## config.mk

```make
export PLATFORM = sky130hd
export DESIGN_NAME = serdes_8b_loop
export DESIGN_NICKNAME = d
export VERILOG_FILES = /design/src/rtl/serdes_8b_loop.sv
export SDC_FILE = /design/constraint.sdc
export NUM_CORES = 1
export LEC_CHECK = 0
export CAP_MARGIN = 0
export CORE_MARGIN = 2
export CORE_UTILIZATION = 46
export DETAILED_ROUTE_END_ITERATION = 12
export PLACE_DENSITY = 0.71
export SETUP_SLACK_MARGIN = 0.5
export SYNTH_ARGS = -nofsm -noshare
export SYNTH_HDL_FRONTEND = slang
export SYNTH_SLANG_ARGS = --single-unit
```

## constraint.sdc

```tcl
create_clock -name clock -period 1.5 [get_ports clock]
set_input_delay 0.3 -clock clock [delete_from_list [all_inputs] [get_ports clock]]
set_output_delay 0.3 -clock clock [all_outputs]
set_load 0.03 [all_outputs]
```

## src/rtl/serdes_8b_loop.sv

```systemverilog
// serdes_8b_loop: byte serializer and matching deserializer sharing one clock.
//
// The serializer sends each byte MSB first, holding every bit for OVERSAMPLE
// clocks, and reloads data_in back-to-back while enable stays high. The
// deserializer samples its serial input once per bit at SAMPLE_PHASE and
// publishes each completed byte with a one-clock des_valid pulse. There is no
// framing recovery: des_enable must rise the clock after enable.
//
// Ports:
//   clock        system clock, rising edge
//   reset        synchronous, active-high
//   data_in      parallel byte, sampled at each byte load
//   enable       serializer enable
//   data_out     serial line, MSB first
//   ser_frame    high while data_out carries bit 7 of a byte
//   des_data_in  deserializer serial input (normally data_out)
//   des_enable   deserializer enable
//   des_data_out last fully received byte
//   des_valid    one-clock pulse when des_data_out updates
module serdes_8b_loop #(
  parameter int unsigned OVERSAMPLE   = 1,
  parameter int unsigned SAMPLE_PHASE = OVERSAMPLE / 2
) (
  input  logic       clock,
  input  logic       reset,
  input  logic [7:0] data_in,
  input  logic       enable,
  output logic       data_out,
  output logic       ser_frame,
  input  logic       des_data_in,
  input  logic       des_enable,
  output logic [7:0] des_data_out,
  output logic       des_valid
);

  localparam int unsigned PW = (OVERSAMPLE > 1) ? $clog2(OVERSAMPLE) : 1;
  localparam logic [PW-1:0] PHASE_LAST   = PW'(OVERSAMPLE - 1);
  localparam logic [PW-1:0] PHASE_SAMPLE = PW'(SAMPLE_PHASE);

  // ---------------------------------------------------------------- serializer
  typedef enum logic {S_IDLE, S_SHIFT} ser_state_t;

  ser_state_t    state, state_nx;
  logic [7:0]    ser_shreg;
  logic [2:0]    ser_bit;
  logic [PW-1:0] ser_phase;

  always_ff @(posedge clock) begin
    if (reset) state <= S_IDLE;
    else       state <= state_nx;
  end

  always_comb begin
    state_nx = state;
    case (state)
      S_IDLE:  if (enable)  state_nx = S_SHIFT;
      S_SHIFT: if (!enable) state_nx = S_IDLE;
      default: state_nx = S_IDLE;
    endcase
  end

  always_ff @(posedge clock) begin
    if (reset) begin
      ser_shreg <= '0;
      ser_bit   <= '0;
      ser_phase <= '0;
    end else if (enable) begin
      if (state == S_IDLE) begin
        ser_shreg <= data_in;
        ser_bit   <= '0;
        ser_phase <= '0;
      end else if (ser_phase == PHASE_LAST) begin
        ser_phase <= '0;
        ser_bit   <= ser_bit + 3'd1;
        // Reload on the last clock of bit 0 so the next byte follows with no gap.
        if (ser_bit == 3'd7) ser_shreg <= data_in;
        else                 ser_shreg <= {ser_shreg[6:0], 1'b0};
      end else begin
        ser_phase <= ser_phase + PW'(1);
      end
    end
  end

  always_comb begin
    data_out  = 1'b0;
    ser_frame = 1'b0;
    if (state == S_SHIFT) begin
      data_out  = ser_shreg[7];
      ser_frame = (ser_bit == 3'd0);
    end
  end

  // -------------------------------------------------------------- deserializer
  logic          des_en_q;
  logic          des_rise;
  logic [PW-1:0] des_phase, eff_phase;
  logic [2:0]    des_bit, eff_bit;
  logic [7:0]    des_shreg, des_shreg_nx;
  logic          capture, bit_end;

  // The clock in which des_enable first reads high is already phase 0 of bit 7,
  // so the counters are treated as cleared combinationally in that clock.
  always_comb begin
    des_rise     = des_enable & ~des_en_q;
    eff_phase    = des_rise ? '0 : des_phase;
    eff_bit      = des_rise ? '0 : des_bit;
    capture      = des_enable && (eff_phase == PHASE_SAMPLE);
    bit_end      = des_enable && (eff_phase == PHASE_LAST);
    des_shreg_nx = capture ? {des_shreg[6:0], des_data_in} : des_shreg;
  end

  // Capture happens at SAMPLE_PHASE; the bit counter advances and the byte is
  // published on the last phase of the bit, which keeps bytes exactly
  // 8*OVERSAMPLE clocks apart from the des_enable rise.
  always_ff @(posedge clock) begin
    if (reset) begin
      des_en_q     <= 1'b0;
      des_phase    <= '0;
      des_bit      <= '0;
      des_shreg    <= '0;
      des_data_out <= '0;
      des_valid    <= 1'b0;
    end else begin
      des_en_q  <= des_enable;
      des_valid <= 1'b0;
      if (des_enable) begin
        des_shreg <= des_shreg_nx;
        if (bit_end) begin
          des_phase <= '0;
          des_bit   <= eff_bit + 3'd1;
          if (eff_bit == 3'd7) begin
            des_data_out <= des_shreg_nx;
            des_valid    <= 1'b1;
          end
        end else begin
          des_phase <= eff_phase + PW'(1);
          des_bit   <= eff_bit;
        end
      end
    end
  end

endmodule

```

# --- Yosys cells after proc, flatten, opt, wreduce, memory -nomap -nowiden ---
# Index checks and enable logic that the tools add are counted.
word_totals:
  regBits: 35
  latchBits: 0
  mem_bits_rw: 0
  romBits: 0
  input_bits: 13
  output_inout_bits: 11
  word_cells: 43
  n_memories: 0
classes:
  n_addsub: 4
  n_mul: 0
  div: 0
  magnitude_cmp: 0
  eq_ne: 3
  n_shift: 0
  n_mux: 16
  bitwise_logic: 5
  n_reduce_logical: 5
op_table:
  columns: ["cell", "n"]
  rows:
  - ["2-to-1 mux 8 bit", 4]
  - ["2-to-1 mux 3 bit", 4]
  - ["2-to-1 mux 1 bit", 8]
  - ["adder 3 x 1 -> 3 bit, second input constant", 2]
  - ["== test 3 bit, second input constant", 2]
  - ["NOT 1 bit", 4]
  - ["logical NOT 3 bit", 1]
  - ["AND reduction 3 bit", 1]
  - ["OR reduction 3 bit", 1]
  - ["adder 1 bit, second input constant", 2]
  - ["inequality test 2 bit, second input constant", 1]
  - ["AND reduction 2 bit", 1]
  - ["bitwise AND 1 bit", 1]
  - ["logical AND 1 bit", 1]

# --- Depth between registers and ports, before layout ---
# Gate-level depths: netlist of run 1.
logic_depth:
  ltp_word: 7
  ltp_mapped: 7
  ltp_nobuf: 6

# --- Least setup slack after synthesis of run 1 ---
# Ideal clock, no wire load.
synth_path:
  kind: "reg-to-reg"
  startpoint: "reg des_en_q"
  endpoint: "reg des_valid"
  setup_time_ns: 0.114
  arrival_ns: 1.488
  required_time_ns: 1.386
  path_slack_ns: -0.102
  path_stages_with_launch: 8
  n_path_buf: 1
  period_less_slack_ns: 1.602
  path_cell_list: "dfxtp_1 or2b_1 and2_1 ha_1 ha_1 and2_4 buf_12 and2b_1"
synth_between:
  elab_chain_cells: 7
  elab_cells_between_ends: 10
  classes_between: "eq/ne (1); mux (3); bitwise (4); reduce/logical (2)"
synth_lines:
  columns: ["element", "line", "text"]
  rows:
  - ["from (decl)", "94", "logic des_en_q;"]
  - ["from (signal assigned)", "124", "des_en_q <= des_enable;"]
  - ["NOT 1 bit *", "104", "des_rise = des_enable & ~des_en_q;"]
  - ["bitwise AND 1 bit *", "104", null]
  - ["2-to-1 mux 1 bit", "105", "eff_phase = des_rise ? '0 : des_phase;"]
  - ["NOT 1 bit", "108", "bit_end = des_enable && (eff_phase == PHASE_LAST);"]
  - ["logical AND 1 bit", "108", null]
  - ["NOT 1 bit (no source line)", null, null]
  - ["OR reduction 3 bit (no source line)", null, null]
  - ["to (signal assigned)", "122", "des_valid <= 1'b0;"]
  - ["to (signal assigned)", "125", "des_valid <= 1'b0;"]
  - ["to (signal assigned)", "133", "des_valid <= 1'b1;"]
  - ["to (decl)", "33", "output logic des_valid"]
# Mark *: on every way between the ends. The rest lies on a longest branch, timed or not.
# A chain may end at the register's enable or synchronous reset.

# --- Worst setup path after layout of run 1 ---
# Same ends and word-level chain as after synthesis.

==> metrics.txt, run 1 <==
Total GRT Usage=17.5%; Detail Route Antenna Nets=0; total of max-cap violations=0; setup ws final=0.0451 ns; Mapped Cells=144; ys async rst share=0%; maximum fanout along the worst path=5; vias in the first global route=1102; clk_lat worst skew=0.32 ns; Worst R2R End=des_valid; final critical-path required period=1.45 ns; post-synth top area share=46.8%; DRT Pass-1 Iters=4; Final HPWL DP=1.70 mm; area of the multi-input gates=863 um^2; worst-path cell chain=or2b_1, and2_4, ha_4, ha_4, and2_4, and2b_1; largest net degree at the start of global routing=24; Seq cells post-synth=33; status=finished clean; Setup WS pre-CTS=-0.458 ns; leakage=0.799 nW; vias per std cell=5.25; Synth Warn #=0; gr ovfl total=0; RSZ-0062 raised after global routing=yes; power per cell area=849 nW/um^2; IO Port Bufs=23; area of the die=3530 um^2; Worst VDD drop=0.758 mV; GPL Wtd Cong=0.745; IO Pins=24; Setup TNS=0 ns; DRC errors left=0; CP Data Arrival Time=1.67 ns; CTS Buf Count=5; hold_sp=des_enable; drt total wl=2.80 mm; TritonCTS clock tree=done; Final Max Slew Viols=0; Final Cycle Share=97.0%; Layout Skew=0.0103 ns; initial DRC count=25; synth top area cells=dfxtp_1, mux2i_1, nand2b_1; Hold WC Path Type=primary input to register; CP Data Required Time=1.72 ns; synth cell count leaders=dfxtp_1, nand2b_1, nand2_1, mux2i_1, nor2_1; core footprint=2980 um^2; Mean Syn Cell Area=9.80 um^2; Slew @ Worst Pin=0.205 ns; CP endpoint kind=register; Die Y=59.4 um; Root Driver=clkbuf_4; R2R depth=6; synthesized area=1410 um^2; count leader, synth=dfxtp_1; first-pass GRT wire length=4.57 mm; row cnt=20; Register Area=683 um^2; register area share after synthesis=46.8%; r2r startpoint=des_en_q; Critical-path top delay cell=dfxtp_2; via count=1112; Post-synth EDFFs=0; WL per Instance=13.2 um; clock slew at reported path FFs=0.10 ns; # fillers=238; worst hold path cell count=3; reg-to-reg setup timing slack=0.05 ns; Hold Violations, Final=0; area leader, netlist=dfxtp_1; critical path type=register to register; Ant. Diodes=0; Hold Crit Endpoint=des_phase; CTS Buffer Depth=2; Rel. slew slack=86.3%; crit-path max cell delay=0.33 ns; syn nets=162; share of layout cells above drive strength 1=44.7%; Post-synth top flop=dfxtp_1; area grow syn2layout=45.8%; Top delay family on crit path=simple AND/OR/NAND/NOR gates; Netlist cell types=25; CP bufs+invs=0; initial antenna violation count=0; FMAX=687 MHz; # clock sinks=33; Initial Util=47.4%; Layout Nets=197; CTS HTree Levels=2; Worst setup SP type=register; Final setup viols=0; Die Width=59.4 um
==> stage by stage <==
| stage | std cells | cell area [um^2] | util [%] | hold WS, ns | total power [mW] |
|---|---|---|---|---|---|
| floorplan | 144 | 1500 | - | 0.376 | 1.04 |
| global placement | 197 | 1760 | 59.2 | 0.445 | 1.10 |
| detailed placement | 197 | 1760 | 59.2 | 0.459 | 1.11 |
| CTS | 210 | 1990 | 66.8 | 0.390 | 1.75 |
| global route | 212 | 2060 | 69.1 | 0.387 | 1.83 |
| finish | 212 | 2060 | 69.1 | 0.402 | 1.75 |
==> worst max-delay path by stage <==
stage / from / endpoint / slack [ns] / cells after the start
3_3_place_gp: des_enable / des_valid / -0.43 / 7
2_1_floorplan: des_en_q / des_valid / -0.01 / 7
3_5_place_dp: des_enable / des_valid / -0.46 / 7
4_1_cts: des_en_q / des_valid / 0.02 / 6
6_report: des_en_q / des_valid / 0.05 / 6
5_1_grt: des_en_q / des_valid / -0.02 / 6
==> sequential cells by signal, summed over array words and instances (netlist names) <==
signal	cells
des_bit	3
des_data_out	8
des_en_q	1
des_phase	1
des_shreg	7
des_valid	1
ser_bit	3
ser_shreg	8
state	1
==> layout make-up <==
type	instances	area share (%)
Clock inverter	2	1.70
Clock buffer	5	1.82
Sequential cell	33	33.2
Multi-Input combinational cell	102	41.9
Tap cell	33	2.01
Timing Repair Buffer	35	18.7
Inverter	2	0.608
==> tightest hold or removal path: stages <==
cell	delay [ns]
dlygate4sd2_1	0.21
buf_4	0.13
nor3b_1	0.04
==> power breakdown <==
group	switching [mW]	leakage (nW)	internal, mW	total [mW]
sequential	0.0183	0.276	0.898	0.917
combinational	0.0915	0.482	0.118	0.209
clock	0.281	0.0410	0.339	0.621
total	0.391	0.799	1.36	1.75
==> what timing repair did <==
| action | CTS | global route |
|---|---|---|
| hold buffers | 0 | 0 |
| pin swaps | 17 | 10 |
| buffers inserted | 3 | 2 |
| gates cloned | 3 | 0 |
| resized for setup | 86 | 20 |
| setup endpoints to repair | 39 | 38 |
==> logic make-up (layout without fill, tap and decap cells) <==
logic type	Yosys count	count (layout)	synth area share (%)
DFF	33	33	46.8
adders and majority gates	5	5	4.43
muxes	15	15	10.6
and+or+nand+nor	66	67	24.8
AOI/OAI and AO/OA	15	15	8.51
buffers and inverters	10	44	4.79
==> per-layer routing <==
layer | global-route usage [%] | part of all wire [%]
met4 | 8.44 | 1.7
met1 | 21.2 | 44
met3 | 5.24 | 3.4
met5 | 0 | 0
met2 | 28.1 | 51
==> placed cells by master (no fill, tap or decap), drive strengths merged, types with 7 or more instances in the layout <==
cell type / instances
nand2b: 21
mux2i: 15
clkdlybuf4s50: 10
buf: 21
a311oi: 7
nand2: 19
nor2: 9
dfxtp: 33
(Power assumes the default switching activity.)
==> inputs of run 2 (changes only) <==
- ABC_CLOCK_PERIOD_IN_PS: default -> 1500
==> results of run 2 <==
No change in the layout: final DEF, timing and power equal those of run 1.
